**src/rtl/id_stage_pipe.sv**
```systemverilog
// RV32I decode stage with a 2-entry skid buffer and a registered in_ready.
// Optional macro ID_ILLEGAL_TRAP_EN: strict funct checking; illegal bundles stall the stage until flush.
module id_stage_pipe #(
    parameter int XLEN     = 32,
    parameter int ALU_OP_W = 4
) (
    input  logic                clk,
    input  logic                rst_n,
    input  logic                flush,
    input  logic                in_valid,
    output logic                in_ready,
    input  logic [XLEN-1:0]     in_pc,
    input  logic [31:0]         in_instr,
    output logic                out_valid,
    input  logic                out_ready,
    output logic [XLEN-1:0]     out_pc,
    output logic [9:0]          out_class,
    output logic [ALU_OP_W-1:0] out_alu_op,
    output logic [2:0]          out_br_f3,
    output logic [4:0]          out_rs1,
    output logic [4:0]          out_rs2,
    output logic [4:0]          out_rd,
    output logic [XLEN-1:0]     out_imm
);

    localparam int C_R     = 0;
    localparam int C_IMM   = 1;
    localparam int C_LUI   = 2;
    localparam int C_LW    = 3;
    localparam int C_SW    = 4;
    localparam int C_BR    = 5;
    localparam int C_JAL   = 6;
    localparam int C_JALR  = 7;
    localparam int C_AUIPC = 8;
    localparam int C_ILL   = 9;

    localparam logic [6:0] OP_R     = 7'b0110011;
    localparam logic [6:0] OP_IMM   = 7'b0010011;
    localparam logic [6:0] OP_LUI   = 7'b0110111;
    localparam logic [6:0] OP_LW    = 7'b0000011;
    localparam logic [6:0] OP_SW    = 7'b0100011;
    localparam logic [6:0] OP_BR    = 7'b1100011;
    localparam logic [6:0] OP_JAL   = 7'b1101111;
    localparam logic [6:0] OP_JALR  = 7'b1100111;
    localparam logic [6:0] OP_AUIPC = 7'b0010111;

    typedef struct packed {
        logic [XLEN-1:0]     pc;
        logic [9:0]          cls;
        logic [ALU_OP_W-1:0] alu_op;
        logic [2:0]          br_f3;
        logic [4:0]          rs1;
        logic [4:0]          rs2;
        logic [4:0]          rd;
        logic [XLEN-1:0]     imm;
    } bundle_t;

    typedef enum logic [1:0] {EMPTY = 2'd0, ONE = 2'd1, FULL = 2'd2} state_t;

    function automatic logic [XLEN-1:0] sext(input logic signed [31:0] v);
        return XLEN'(v);
    endfunction

    logic [6:0] opc;
    logic [2:0] f3;
    logic [6:0] f7;
    logic signed [31:0] imm_i, imm_s, imm_b, imm_u, imm_j;
    bundle_t dec;

    assign opc   = in_instr[6:0];
    assign f3    = in_instr[14:12];
    assign f7    = in_instr[31:25];
    assign imm_i = {{20{in_instr[31]}}, in_instr[31:20]};
    assign imm_s = {{20{in_instr[31]}}, in_instr[31:25], in_instr[11:7]};
    assign imm_b = {{19{in_instr[31]}}, in_instr[31], in_instr[7], in_instr[30:25],
                    in_instr[11:8], 1'b0};
    assign imm_u = {in_instr[31:12], 12'b0};
    assign imm_j = {{11{in_instr[31]}}, in_instr[31], in_instr[19:12], in_instr[20],
                    in_instr[30:21], 1'b0};

`ifdef ID_ILLEGAL_TRAP_EN
    logic f7_bad, funct_ill;
    assign f7_bad    = !(f7 == 7'h00 || f7 == 7'h20) ||
                       (f7 == 7'h20 && !(f3 == 3'b000 || f3 == 3'b101));
    assign funct_ill = (opc == OP_R && f7_bad) ||
                       (opc == OP_IMM && (f3 == 3'b001 || f3 == 3'b101) && f7_bad) ||
                       ((opc == OP_LW || opc == OP_SW) && f3 != 3'b010);
`endif

    // Decode is purely a function of the incoming word; only present fields are populated.
    always_comb begin
        dec    = '0;
        dec.pc = in_pc;
        case (opc)
            OP_R: begin
                dec.cls[C_R]      = 1'b1;
                dec.rs1           = in_instr[19:15];
                dec.rs2           = in_instr[24:20];
                dec.rd            = in_instr[11:7];
                dec.alu_op[3:0]   = {f7[5], f3};
            end
            OP_IMM: begin
                dec.cls[C_IMM]    = 1'b1;
                dec.rs1           = in_instr[19:15];
                dec.rd            = in_instr[11:7];
                dec.imm           = sext(imm_i);
                dec.alu_op[3:0]   = (f3 == 3'b101) ? {f7[5], f3} : {1'b0, f3};
            end
            OP_LUI: begin
                dec.cls[C_LUI]    = 1'b1;
                dec.rd            = in_instr[11:7];
                dec.imm           = sext(imm_u);
                dec.alu_op[3:0]   = 4'b0001;
            end
            OP_LW: begin
                dec.cls[C_LW]     = 1'b1;
                dec.rs1           = in_instr[19:15];
                dec.rd            = in_instr[11:7];
                dec.imm           = sext(imm_i);
            end
            OP_SW: begin
                dec.cls[C_SW]     = 1'b1;
                dec.rs1           = in_instr[19:15];
                dec.rs2           = in_instr[24:20];
                dec.imm           = sext(imm_s);
            end
            OP_BR: begin
                dec.cls[C_BR]     = 1'b1;
                dec.rs1           = in_instr[19:15];
                dec.rs2           = in_instr[24:20];
                dec.imm           = sext(imm_b);
                dec.br_f3         = f3;
                dec.alu_op[3:0]   = 4'b1000;
            end
            OP_JAL: begin
                dec.cls[C_JAL]    = 1'b1;
                dec.rd            = in_instr[11:7];
                dec.imm           = sext(imm_j);
            end
            OP_JALR: begin
                dec.cls[C_JALR]   = 1'b1;
                dec.rs1           = in_instr[19:15];
                dec.rd            = in_instr[11:7];
                dec.imm           = sext(imm_i);
            end
            OP_AUIPC: begin
                dec.cls[C_AUIPC]  = 1'b1;
                dec.rd            = in_instr[11:7];
                dec.imm           = sext(imm_u);
            end
            default: dec.cls[C_ILL] = 1'b1;
        endcase
`ifdef ID_ILLEGAL_TRAP_EN
        if (funct_ill) begin
            dec          = '0;
            dec.pc       = in_pc;
            dec.cls[C_ILL] = 1'b1;
        end
`endif
    end

    state_t  state_q, state_d;
    bundle_t out_q, out_d, skid_q, skid_d;
    logic    in_ready_q, in_ready_d;
    logic    accept, pop, pop_block, lock_next;

    assign out_valid = (state_q != EMPTY);
    assign in_ready  = in_ready_q;
    assign accept    = in_valid & in_ready_q & ~flush;
    assign pop       = out_valid & out_ready & ~pop_block & ~flush;

`ifdef ID_ILLEGAL_TRAP_EN
    // An illegal bundle closes the input and parks in the output register until flush.
    logic lock_q, lock_d;
    assign lock_d    = flush ? 1'b0 : (lock_q | (accept & dec.cls[C_ILL]));
    assign lock_next = lock_d;
    assign pop_block = out_q.cls[C_ILL];

    always_ff @(posedge clk or negedge rst_n) begin
        if (!rst_n) lock_q <= 1'b0;
        else        lock_q <= lock_d;
    end
`else
    assign lock_next = 1'b0;
    assign pop_block = 1'b0;
`endif

    always_comb begin
        state_d = state_q;
        out_d   = out_q;
        skid_d  = skid_q;
        if (flush) begin
            state_d = EMPTY;
        end else begin
            case (state_q)
                EMPTY: if (accept) begin
                    out_d   = dec;
                    state_d = ONE;
                end
                ONE: begin
                    if (accept && pop) begin
                        out_d = dec;
                    end else if (accept) begin
                        skid_d  = dec;
                        state_d = FULL;
                    end else if (pop) begin
                        state_d = EMPTY;
                    end
                end
                FULL: if (pop) begin
                    out_d   = skid_q;
                    state_d = ONE;
                end
                default: state_d = EMPTY;
            endcase
        end
        in_ready_d = (state_d != FULL) && !lock_next;
    end

    always_ff @(posedge clk or negedge rst_n) begin
        if (!rst_n) begin
            state_q    <= EMPTY;
            in_ready_q <= 1'b1;
            out_q      <= '0;
            skid_q     <= '0;
        end else begin
            state_q    <= state_d;
            in_ready_q <= in_ready_d;
            out_q      <= out_d;
            skid_q     <= skid_d;
        end
    end

    assign out_pc     = out_q.pc;
    assign out_class  = out_q.cls;
    assign out_alu_op = out_q.alu_op;
    assign out_br_f3  = out_q.br_f3;
    assign out_rs1    = out_q.rs1;
    assign out_rs2    = out_q.rs2;
    assign out_rd     = out_q.rd;
    assign out_imm    = out_q.imm;

endmodule

```
**config.mk**
```make
export PLATFORM = sky130hd
export DESIGN_NAME = id_stage_pipe
export DESIGN_NICKNAME = d
export VERILOG_FILES = /design/src/rtl/id_stage_pipe.sv
export SDC_FILE = /design/constraint.sdc
export NUM_CORES = 1
export LEC_CHECK = 0
export CORE_ASPECT_RATIO = 1.5
export CORE_MARGIN = 2
export CORE_UTILIZATION = 38
export CTS_CLUSTER_SIZE = 24
export DETAILED_ROUTE_END_ITERATION = 10
export MAX_ROUTING_LAYER = met4
export PLACE_DENSITY = 0.61
export REMOVE_ABC_BUFFERS = 1
export SETUP_SLACK_MARGIN = 0.4
export SLEW_MARGIN = 30
export SYNTH_ARGS = -nofsm -noshare
export SYNTH_HDL_FRONTEND = slang
export SYNTH_SLANG_ARGS = --single-unit
```
**constraint.sdc**
```tcl
create_clock -name clk -period 1.9 [get_ports clk]
set_clock_uncertainty 0.05 [all_clocks]
set_input_delay 0.285 -clock clk [delete_from_list [all_inputs] [get_ports clk]]
set_output_delay 0.285 -clock clk [all_outputs]
set_load 0.02 [all_outputs]
```
==> flow_summary.ini <==
[cts]
tritoncts = yes
h-tree-depth = 4
clk_pin_slew_ns = 0.07
clock_sinks = 195
cts_inserted_buffers = 17
cts_max_path_buffers = 2
clockRootBuffer = clkbuf_16
insertion_delay_ns = 0.43

[floorplan]
initial_core_util_pct = 38.4
coreArea_sq_mm = 0.0228
std_cell_rows = 68
die_x_um = 128
io_pins = 167
die_area_sq_mm = 0.0243
die_y_um = 190

[logic_synthesis]
netlist_instances = 925
syn_avg_cell_area_sq_um = 9.46
yosys.area.top_type = dfrtp_1
synth_area_sq_mm = 0.00875
synth_area_leaders = dfrtp_1 (55%), nand2_1 (11%), nor2_1 (3.1%)
synth_top_area_share_pct = 55.5
async_reset_ff_share_pct = 100
ys_seq_elements = 195
ys.flop_type = dfrtp_1
yosysSeqAreaShare_pct = 55.8
synth_cell_type_count = 63
synth_edf_count = 0
synth_warnings = 0

[worst_setup_path]
reg2reg_slack_ns = 0.07
max_stage_delay_ns = 0.58
crit_fanout = 7
critPathLaunch = in_ready
reg2reg_to = out_imm[11]
worstSetupPathType = reg -> reg
end_kind = flip-flop
required_ns = 2.16
crit_chain = and4bb_4 > a21boi_4 > buf_12 > buf_8 > a221o_1
reg2reg_depth = 5
worstSetupStartpointType = flip-flop
crit_arrival_ns = 2.09
cp_slowest_cell = dfstp_2
reg2reg_from = in_ready

[final_layout]
final_common_cell = nand2_1
fin_area_sq_mm = 0.0144
layout-drive-gt1-share_pct = 30.5
nets = 1272
syn2layout_area_growth_pct = 64.3
final_cell_mix = nand2_1 (218), dfrtp_1 (193), dlymetal6s2s_1 (90), buf_4 (82), clkdlybuf4s50_1 (62)

[worst_hold_path]
whs_endpoint = skid_q[55]
worstHoldPathType = in -> reg
hold_depth = 3
holdCritStartpoint = in_instr[5]

[grt]
grt-ovfl-total = 0
grt_pass1_vias = 7829
grt_pass1_wl_um = 42300
grtUsageTotal_pct = 22.8
grt_max_degree = 59
grt_antenna_before_repair = 1

[sta]
rsz0062_at_grt = true
min_period_over_period_pct = 96.3
slew_headroom_pct = 73.3
fmax_ghz = 0.547
period_minus_slack_ns = 1.83
worstMarginPinSlew_ns = 0.400
setup_violations = 0
hold_viol_final = 0
finalMaxSlewViolations = 0
hold_slack_ns = 0.206

[placement]
portBuffers = 166
dpl_cell_area_sq_mm = 0.0115
gp_congestion = 0.832
dp_hpwl_um = 18000

[routing]
vias_per_cell = 5.49
met2_length_um = 15500
top_layer = met4
route.detailed.drc = 0
route.met3.wl_um = 1170
wire_per_inst_um = 19.8
drt_iter0_markers = 524
drt_pass1_iterations = 5
wl_um = 29600
postRouteAntennaNets = 0
vias = 8208
m1WireLength_um = 12200

[power_and_ir_drop]
cellPowerDensity_mw_per_mm2 = 788
leakage_uw = 0.00709
peakVddDrop_v = 0.000693

[job]
drv_cap = 0

[status]
status = finished clean
==> critical path: cells and delay by family (launching register included) <==
| family | cells | cell delay (ns) |
|---|---|---|
| AOI/OAI and AO/OA | 2 | 0.39 |
| buffers and inverters | 2 | 0.30 |
| and+or+nand+nor | 1 | 0.39 |
| DFF | 1 | 0.58 |
==> stage by stage <==
stage	total power [uW]	utilization [%]	TNS [ns]	worst slack [ns]	std cells
2_1_floorplan	5940	-	-459.60	-4.18	850
3_3_place_gp	7160	50.3	-47.43	-0.407	1402
3_5_place_dp	7200	50.3	-51.26	-0.450	1402
4_1_cts	11000	55.4	0	0.105	1454
5_1_grt	11800	63.0	0	0.0120	1496
6_report	11300	63.0	0	0.0709	1496
==> logic make-up (layout without fill, tap and decap cells) <==
family / Yosys count / in the layout / share of synthesized area [%]
AOI/OAI and AO/OA: 239 / 240 / 19.5
xor gates and xnor gates: 2 / 2 / 0.200
buffers and inverters: 78 / 366 / 4.03
DFF: 195 / 195 / 55.8
muxes: 3 / 3 / 0.372
other: 0 / 1 / 0
and+or+nand+nor: 408 / 409 / 20.1
==> worst max-delay path by stage <==
stage | depth (start not counted) | slack [ns] | to
after floorplan | 4 | -4.18 | out_class[8]
after global placement | 6 | -0.41 | skid_q[11]
after detailed placement | 7 | -0.45 | out_imm[25]
after CTS | 1 | 0.11 | out_imm[31]
after global routing | 8 | 0.01 | skid_q[33]
final | 5 | 0.07 | out_imm[11]
==> per-layer routing <==
layer / vias up / GRT usage, %
met2: 219 / 38.2
met4: 0 / 7.78
li1: 3846 / -
met3: 50 / 3.97
met1: 4093 / 28.0
met5: - / -
==> state kept, by name, summed over array words and instances (netlist names) <==
| name | cells |
|---|---|
| skid_q | 96 |
| out_imm | 32 |
| out_pc | 32 |
| out_class | 10 |
| out_rd | 5 |
| out_rs1 | 5 |
| out_rs2 | 5 |
| out_alu_op | 4 |
| out_br_f3 | 3 |
| state_q | 2 |
| in_ready | 1 |
==> cell usage after synthesis (7+ instances only) <==
master and count:
dfrtp_1 194, a31oi_1 35, nor2_1 72, nand2_1 257, a221o_1 10, a22o_1 16, nand3_1 24, o21a_1 9
a221oi_1 9, o211ai_1 22, clkbuf_1 28, a32oi_1 11, o21ai_0 38, nand2b_1 7, nand4_1 7, buf_2 39
a211o_1 8, a21oi_1 34
==> where the power goes <==
| part | leakage, uW | switching (uW) | internal [uW] |
|---|---|---|---|
| clock | 0.000298 | 1610 | 2110 |
| sequential | 0.00250 | 345 | 4650 |
| combinational | 0.00428 | 1300 | 1300 |
| total | 0.00709 | 3260 | 8060 |
==> area by class of cell <==
type / instances / area, sq um
multi-input combinational: 654 / 4440
timing repair buffer: 332 / 4080
sequential: 195 / 4880
inverter: 3 / 11.3
clock buffer: 19 / 443
antenna: 1 / 2.50
clock inverter: 12 / 154
fill: 1794 / 8430
tap: 280 / 350
==> repair_timing <==
action / in CTS / in global routing
gates cloned: 6 / 22
hold buffers: 1 / 0
gates resized for setup: 105 / 308
endpoints found under the setup margin: 291 / 286
pin swaps: 6 / 61
setup buffers: 14 / 19
hold endpoints to repair: 36 / 0
Power figures use the tool's default switching activity.
